==> src/rtl/rob_commit.sv <==
// ROB commit stage: retires the head entry, registers the arch-RAT update and returns old physical registers via a 2-entry free FIFO.
// Optional macro ROB_COMMIT_TRACE_EN adds registered commit_pc/commit_instr trace outputs.
module rob_commit #(
  parameter int unsigned LREG_W = 5,
  parameter int unsigned PREG_W = 7
) (
  input  logic              clock,
  input  logic              reset,
  input  logic              head_deq,
  input  logic [47:0]       head_pc,
  input  logic [31:0]       head_instr,
  input  logic [LREG_W-1:0] head_lrd,
  input  logic [PREG_W-1:0] head_prd,
  input  logic [PREG_W-1:0] head_old_prd,
  input  logic              flush,
  output logic              head_pop,
  output logic              commit_valid,
  output logic              commit_wen,
  output logic [LREG_W-1:0] commit_lrd,
  output logic [PREG_W-1:0] commit_prd,
  output logic [47:0]       commit_pc,
  output logic [31:0]       commit_instr,
  output logic              free_valid,
  output logic [PREG_W-1:0] free_preg,
  input  logic              free_ready,
  output logic [63:0]       instret
);

  logic [PREG_W-1:0] fifo_q [2];
  logic [PREG_W-1:0] fifo_d [2];
  logic              wr_ptr_q, wr_ptr_d;
  logic              rd_ptr_q, rd_ptr_d;
  logic [1:0]        fifo_count_q, fifo_count_d;

  logic              commit_valid_q, commit_valid_d;
  logic              commit_wen_q, commit_wen_d;
  logic [LREG_W-1:0] commit_lrd_q, commit_lrd_d;
  logic [PREG_W-1:0] commit_prd_q, commit_prd_d;
  logic [63:0]       instret_q, instret_d;

  logic fifo_enq;
  logic fifo_deq;
  logic free_space;

  // A full FIFO still accepts a new free when its oldest entry leaves this cycle.
  always_comb begin
    free_valid = (fifo_count_q != 2'd0);
    free_preg  = fifo_q[rd_ptr_q];
    fifo_deq   = free_valid & free_ready;
    free_space = (fifo_count_q < 2'd2) | fifo_deq;
    head_pop   = head_deq & ~flush & ~reset & free_space;
    fifo_enq   = head_pop & (head_lrd != '0);
  end

  always_comb begin
    fifo_d       = fifo_q;
    wr_ptr_d     = wr_ptr_q;
    rd_ptr_d     = rd_ptr_q;
    fifo_count_d = fifo_count_q;

    if (fifo_enq) begin
      fifo_d[wr_ptr_q] = head_old_prd;
      wr_ptr_d         = ~wr_ptr_q;
    end
    if (fifo_deq) begin
      rd_ptr_d = ~rd_ptr_q;
    end
    case ({fifo_enq, fifo_deq})
      2'b10:   fifo_count_d = fifo_count_q + 2'd1;
      2'b01:   fifo_count_d = fifo_count_q - 2'd1;
      default: fifo_count_d = fifo_count_q;
    endcase
  end

  always_comb begin
    commit_valid_d = head_pop;
    commit_wen_d   = head_pop & (head_lrd != '0);
    commit_lrd_d   = commit_lrd_q;
    commit_prd_d   = commit_prd_q;
    instret_d      = instret_q;
    if (head_pop) begin
      commit_lrd_d = head_lrd;
      commit_prd_d = head_prd;
      instret_d    = instret_q + 64'd1;
    end
  end

  always_ff @(posedge clock) begin
    if (reset) begin
      wr_ptr_q       <= 1'b0;
      rd_ptr_q       <= 1'b0;
      fifo_count_q   <= '0;
      commit_valid_q <= 1'b0;
      commit_wen_q   <= 1'b0;
      commit_lrd_q   <= '0;
      commit_prd_q   <= '0;
      instret_q      <= '0;
    end else begin
      wr_ptr_q       <= wr_ptr_d;
      rd_ptr_q       <= rd_ptr_d;
      fifo_count_q   <= fifo_count_d;
      commit_valid_q <= commit_valid_d;
      commit_wen_q   <= commit_wen_d;
      commit_lrd_q   <= commit_lrd_d;
      commit_prd_q   <= commit_prd_d;
      instret_q      <= instret_d;
    end
  end

  // Storage needs no reset: fifo_count_q alone decides what is valid.
  always_ff @(posedge clock) begin
    fifo_q <= fifo_d;
  end

  assign commit_valid = commit_valid_q;
  assign commit_wen   = commit_wen_q;
  assign commit_lrd   = commit_lrd_q;
  assign commit_prd   = commit_prd_q;
  assign instret      = instret_q;

`ifdef ROB_COMMIT_TRACE_EN
  logic [47:0] commit_pc_q, commit_pc_d;
  logic [31:0] commit_instr_q, commit_instr_d;

  always_comb begin
    commit_pc_d    = commit_pc_q;
    commit_instr_d = commit_instr_q;
    if (head_pop) begin
      commit_pc_d    = head_pc;
      commit_instr_d = head_instr;
    end
  end

  always_ff @(posedge clock) begin
    if (reset) begin
      commit_pc_q    <= '0;
      commit_instr_q <= '0;
    end else begin
      commit_pc_q    <= commit_pc_d;
      commit_instr_q <= commit_instr_d;
    end
  end

  assign commit_pc    = commit_pc_q;
  assign commit_instr = commit_instr_q;
`else
  logic unused_trace;
  assign unused_trace = ^{head_pc, head_instr};
  assign commit_pc    = '0;
  assign commit_instr = '0;
`endif

endmodule

==> config.mk <==
export PLATFORM = sky130hd
export DESIGN_NAME = rob_commit
export DESIGN_NICKNAME = d
export VERILOG_FILES = /design/src/rtl/rob_commit.sv
export SDC_FILE = /design/constraint.sdc
export NUM_CORES = 1
export LEC_CHECK = 0
export CORE_UTILIZATION = 39
export CTS_CLUSTER_SIZE = 12
export DETAILED_ROUTE_END_ITERATION = 8
export PLACE_DENSITY = 0.81
export SYNTH_ARGS = -nofsm -noshare
export SYNTH_HDL_FRONTEND = slang
export SYNTH_SLANG_ARGS = --single-unit
==> constraint.sdc <==
create_clock -name clock -period 3.3 [get_ports clock]
set_clock_uncertainty 0.05 [all_clocks]
set_input_delay 0.99 -clock clock [delete_from_list [all_inputs] [get_ports clock]]
set_output_delay 0.99 -clock clock [all_outputs]
set_load 0.05 [all_outputs]
======== After elaboration in Yosys (flattened, before gate mapping) ========
Cells that the tools add are included.
cells by class
  reductions and logical operators ........ 4
  order comparisons ....................... 4
  add/subtract/negate cells ............... 3
  eq/ne operators ......................... 2
  multiplexer cells ....................... 7
  bitwise logic cells ..................... 12
operators with widths
  kind                                                 number
  adder 64 x 1 -> 64 bit (second input constant)       1
  2-to-1 mux 7 bit                                     4
  bitwise mux 14 bit                                   1
  demux 7 bit (select 1 bit)                           1
  AND 1 bit                                            5
  nonzero test 5 bit                                   1
  >= comparator 2 bit (second input constant)          2
  NOT 1 bit                                            4
  NOT 1 -> 2 bit                                       2
  one-hot mux 2 bit (2 select lines)                   1
  nonzero test 2 bit                                   2
  adder 2 x 1 -> 2 bit (second input constant)         1
  == test 2 x 1 -> 1 bit (second input constant)       1
  == test 2 bit (second input constant)                1
  < comparator 2 x 1 -> 1 bit (second input constant)  1
  < comparator 2 bit (second input constant)           1
  subtractor 2 x 1 -> 2 bit (second input constant)    1
  logical AND 1 bit                                    1
  OR 1 bit                                             1
storage, ports and cells
  flip-flop bits (word level) ............. 96
  output and inout bits ................... 167

======== Logic depth before layout (Yosys ltp) ========
  depth after elaboration ................. 7
  gate-level depth with buffers ........... 8
  mapped depth without buffers ............ 8

======== Worst setup path before layout ========
No wires, ideal clock.
  path type ............................... input to output
  from .................................... in reset
  to ...................................... out head_pop
  buffers on the path ..................... 2
  data arrival time ....................... 2.344 ns
  cell stages on the path ................. 4
  setup slack ............................. -0.084 ns
  data required time ...................... 2.260 ns
  cells stage by stage .................... clkbuf_1 -> or3_1 -> inv_1 -> buf_1
on the way
  word-level cells in the longest chain between the ends .. 3
ends and longest elaborated chain
  element                  line  text
  start, declared          8     input logic reset,
  NOT 1 bit                51    head_pop = head_deq & ~flush & ~reset & free_space;
  AND 1 bit (2 in series)  51
  end, declared            16    output logic head_pop,
No other way between the ends.

======== Worst setup path in the final report ========
  from .................................... in head_deq
  to ...................................... out head_pop
on the way
  word-level cells in the longest chain between the ends .. 3
ends and longest elaborated chain
  element                  line  text
  start, declared          9     input logic head_deq,
  AND 1 bit (3 in series)  51
No other way between the ends.

==> key figures <==
Global route
  • Vias in the first global route: 3,687
  • Total grt overflow: 0
  • All-Layer GR Usage: 18.0%
  • Largest net degree at the start of global routing: 40
  • First-pass GRT wire length: 18,500 µm
  • Antenna violations before repair: 0

Yosys
  • Post-synth EDFFs: 14
  • Synth Instances: 566
  • Syn avg cell area: 8.78 µm²
  • Mapped Area: 4970 µm²
  • Top cell type's share of synthesized area: 33.0%
  • Most area-consuming cells after synthesis: dfxtp_1 (33%), buf_4 (12%), edfxtp_1 (8.5%), a21oi_1 (3.9%), or4_1 (3.9%)
  • Area leader, netlist: dfxtp_1
  • Synthesis Warnings: 0
  • Post-synth top flop: dfxtp_1
  • Netlist cell types: 40
  • Seq cells post-synth: 96
  • Register area share after synthesis: 41.5%
  • Async S/R FF share, synth: 0%

Final layout
  • Nets@finish: 792
  • Area occupied by multi-input gates: 2480 µm²
  • Syn-to-layout area delta: 28.3%
  • Layout cell share with drive strength beyond 1: 8.83%
  • FF/Latch Area: 2060 µm²
  • # diodes: 0
  • Fillers: 1,155
  • Non-Filler Instances: 859

Clocking
  • CTS max path bufs: 2
  • CTS tree: built
  • Root buffer cell: clkbuf_16
  • CTS clk-pin slew, worst paths: 70 ps
  • Clock Sinks: 96
  • TritonCTS Buffers: 9
  • # H-tree levels: 3
  • Clock Latency Late Sink: 360 ps

Worst setup path
  • Critical Path Start Type: input port
  • Worst endpoint data arrival time: 2210 ps
  • Critical setup path kind: input port to output port
  • CP Max Fanout: 2
  • Worst EP required: 2260 ps
  • Endpoint kind of the worst setup timing path: output port

Detailed routing
  • Post-route ant nets: 0
  • Pre-antenna DRT Iters: 4
  • Final wirelength: 11,900 µm
  • WL per Instance: 13.9 µm
  • Mean number of vias per cell: 5.03
  • Routed vias: 4,325
  • 1st-iter DRT viols: 356
  • DRC Markers: 0

Timing
  • Final Hold Fails: 0
  • # setup viols final: 0
  • Final period demand of the worst path: 3250 ps
  • Pin slew with the least headroom to its limit: 723 ps
  • Slew margin rel.: 51.4%
  • Pins Over Slew Limit: 0
  • Hold WS: 423 ps
  • Fin crit share: 98.4%
  • Unrepaired setup endpoints after global routing: false
  • Fmax: 308 MHz

Die
  • Core area: 12,200 µm²
  • Site row count: 40
  • Initial core utilization: 40.7%
  • Die span in x: 115 µm
  • Top Ports: 271
  • Die area: 13,200 µm²
  • Die height: 115 µm

Worst hold path
  • Hold crit path type: flop to flop

Power and ir drop
  • Pwr Total: 2.70 mW
  • PwrDens: 423 nW/µm²
  • Peak VDD IR: 0.492 mV
  • Leakage Power: 2.19 nW

Run
  • Max_cap viols: 0

Status
  • Status: finished, final reports clean

Place
  • Cell Count Post-Placement: 841
  • Port Buffer Count: 110
  • Global placer's final weighted congestion: 0.871
  • Half-perimeter wire length after placement: 8710 µm
[metal layers]
layer | vias up | wire length (µm) | GRT usage (%)
li1 | 2124 | - | -
met1 | 2025 | 5350 | 24.0
met2 | 165 | 5550 | 27.8
met3 | 11 | 899 | 6.43
met4 | 0 | 141 | 4.59
met5 | - | 0 | 0
[cell usage after synthesis (all sizes together) (2+ instances only)]
master  instances
nor2           35
nand2b         16
xor2           15
nor2b           5
buf            83
ha              2
o31ai          24
edfxtp         14
clkbuf         21
a21oi          39
inv            10
nand3          20
o21ai          28
and3           10
nand2          37
xnor2           8
nor4            8
nor3            6
and4            6
or3            20
or4            26
mux2           11
nand4          26
and2            2
dfxtp          82
or2             3
[metrics by stage]
stage | instance area [µm²] | TNS [ps] | setup WS (ps) | utilization (%)
after floorplan | 5270 | 0 | 216 | -
after global placement | 6060 | -101 | -91.6 | 49.7
after detailed placement | 6060 | -188 | -91.8 | 49.7
after CTS | 6350 | 0 | 32.0 | 52.0
after global routing | 6370 | 0 | 23.1 | 52.2
final | 6370 | 0 | 53.4 | 52.2
[worst paths after layout]
check	start	endpoint	slack [ps]	cells after the start
min reg2reg	commit_prd[6]	commit_prd[6]	420	2
max	head_deq	head_pop	50	5
min	commit_prd[6]	commit_prd[6]	420	2
max reg2reg	instret[19]	instret[58]	600	6
[critical path, stage by stage]
cell	delay [ps]
clkdlybuf4s50_1	520
nand2b_4	70
or3_4	370
inv_2	100
buf_12	140
[report_power, final]
group | leakage (nW) | switching [mW] | internal [mW]
Combinational | 1.27 | 0.353 | 0.114
Sequential | 0.790 | 0.0176 | 1.21
Clock | 0.128 | 0.486 | 0.522
Total | 2.19 | 0.857 | 1.84
[kinds of logic (layout without fill, tap and decap cells)]
logic type                 count (synthesis)  in the layout  synth area share (%)
AOI/OAI and AO/OA                         94             94                  10.9
xor gates and xnor gates                  23             23                  4.06
adders and majority gates                  2              2                 0.504
and+or+nand+nor                          225            225                  25.7
DFF                                       96             96                  41.5
buffers and inverters                    114            160                  14.7
muxes                                     11             11                  2.49
other                                      1             80                0.0755
[area by class of cell]
cell class / instances / area share, %
Multi-Input combinational cell: 435 / 39.0
Inverter: 10 / 0.589
Clock buffer: 10 / 3.59
Sequential cell: 96 / 32.4
Timing Repair Buffer: 134 / 20.4
Clock inverter: 6 / 0.805
Tap cell: 168 / 3.30
[repair_timing]
item                       4_1_cts  5_1_grt
setup endpoints to repair        1        1
hold buffers                     0        0
buffers inserted                 1        1
gates cloned                     0        0
gates resized for setup          1        2
[cell usage in the layout (no fill, tap or decap), types with 5 or more instances in the layout]
cell type	instances
nand4_1	26
buf_4	23
nand3_1	20
edfxtp_1	14
or4_1	26
or3_1	19
nor2_1	35
xnor2_1	8
clkbuf_16	9
inv_1	9
and3_1	10
clkdlybuf4s50_1	108
nor3_1	5
nor4_1	7
a21oi_1	39
nor2b_1	5
conb_1	80
xor2_1	15
mux2_2	11
dfxtp_1	82
o21ai_0	28
and4_1	6
nand2b_1	15
o31ai_1	24
nand2_1	37
[state kept, by name (all words and copies together) (netlist names)]
name,cells
commit_lrd,5
commit_valid,1
commit_wen,1
fifo_count_q,2
rd_ptr_q,1
commit_prd,7
wr_ptr_q,1
fifo_q,14
instret,64
No activity file was read; power rests on OpenSTA's default activity.
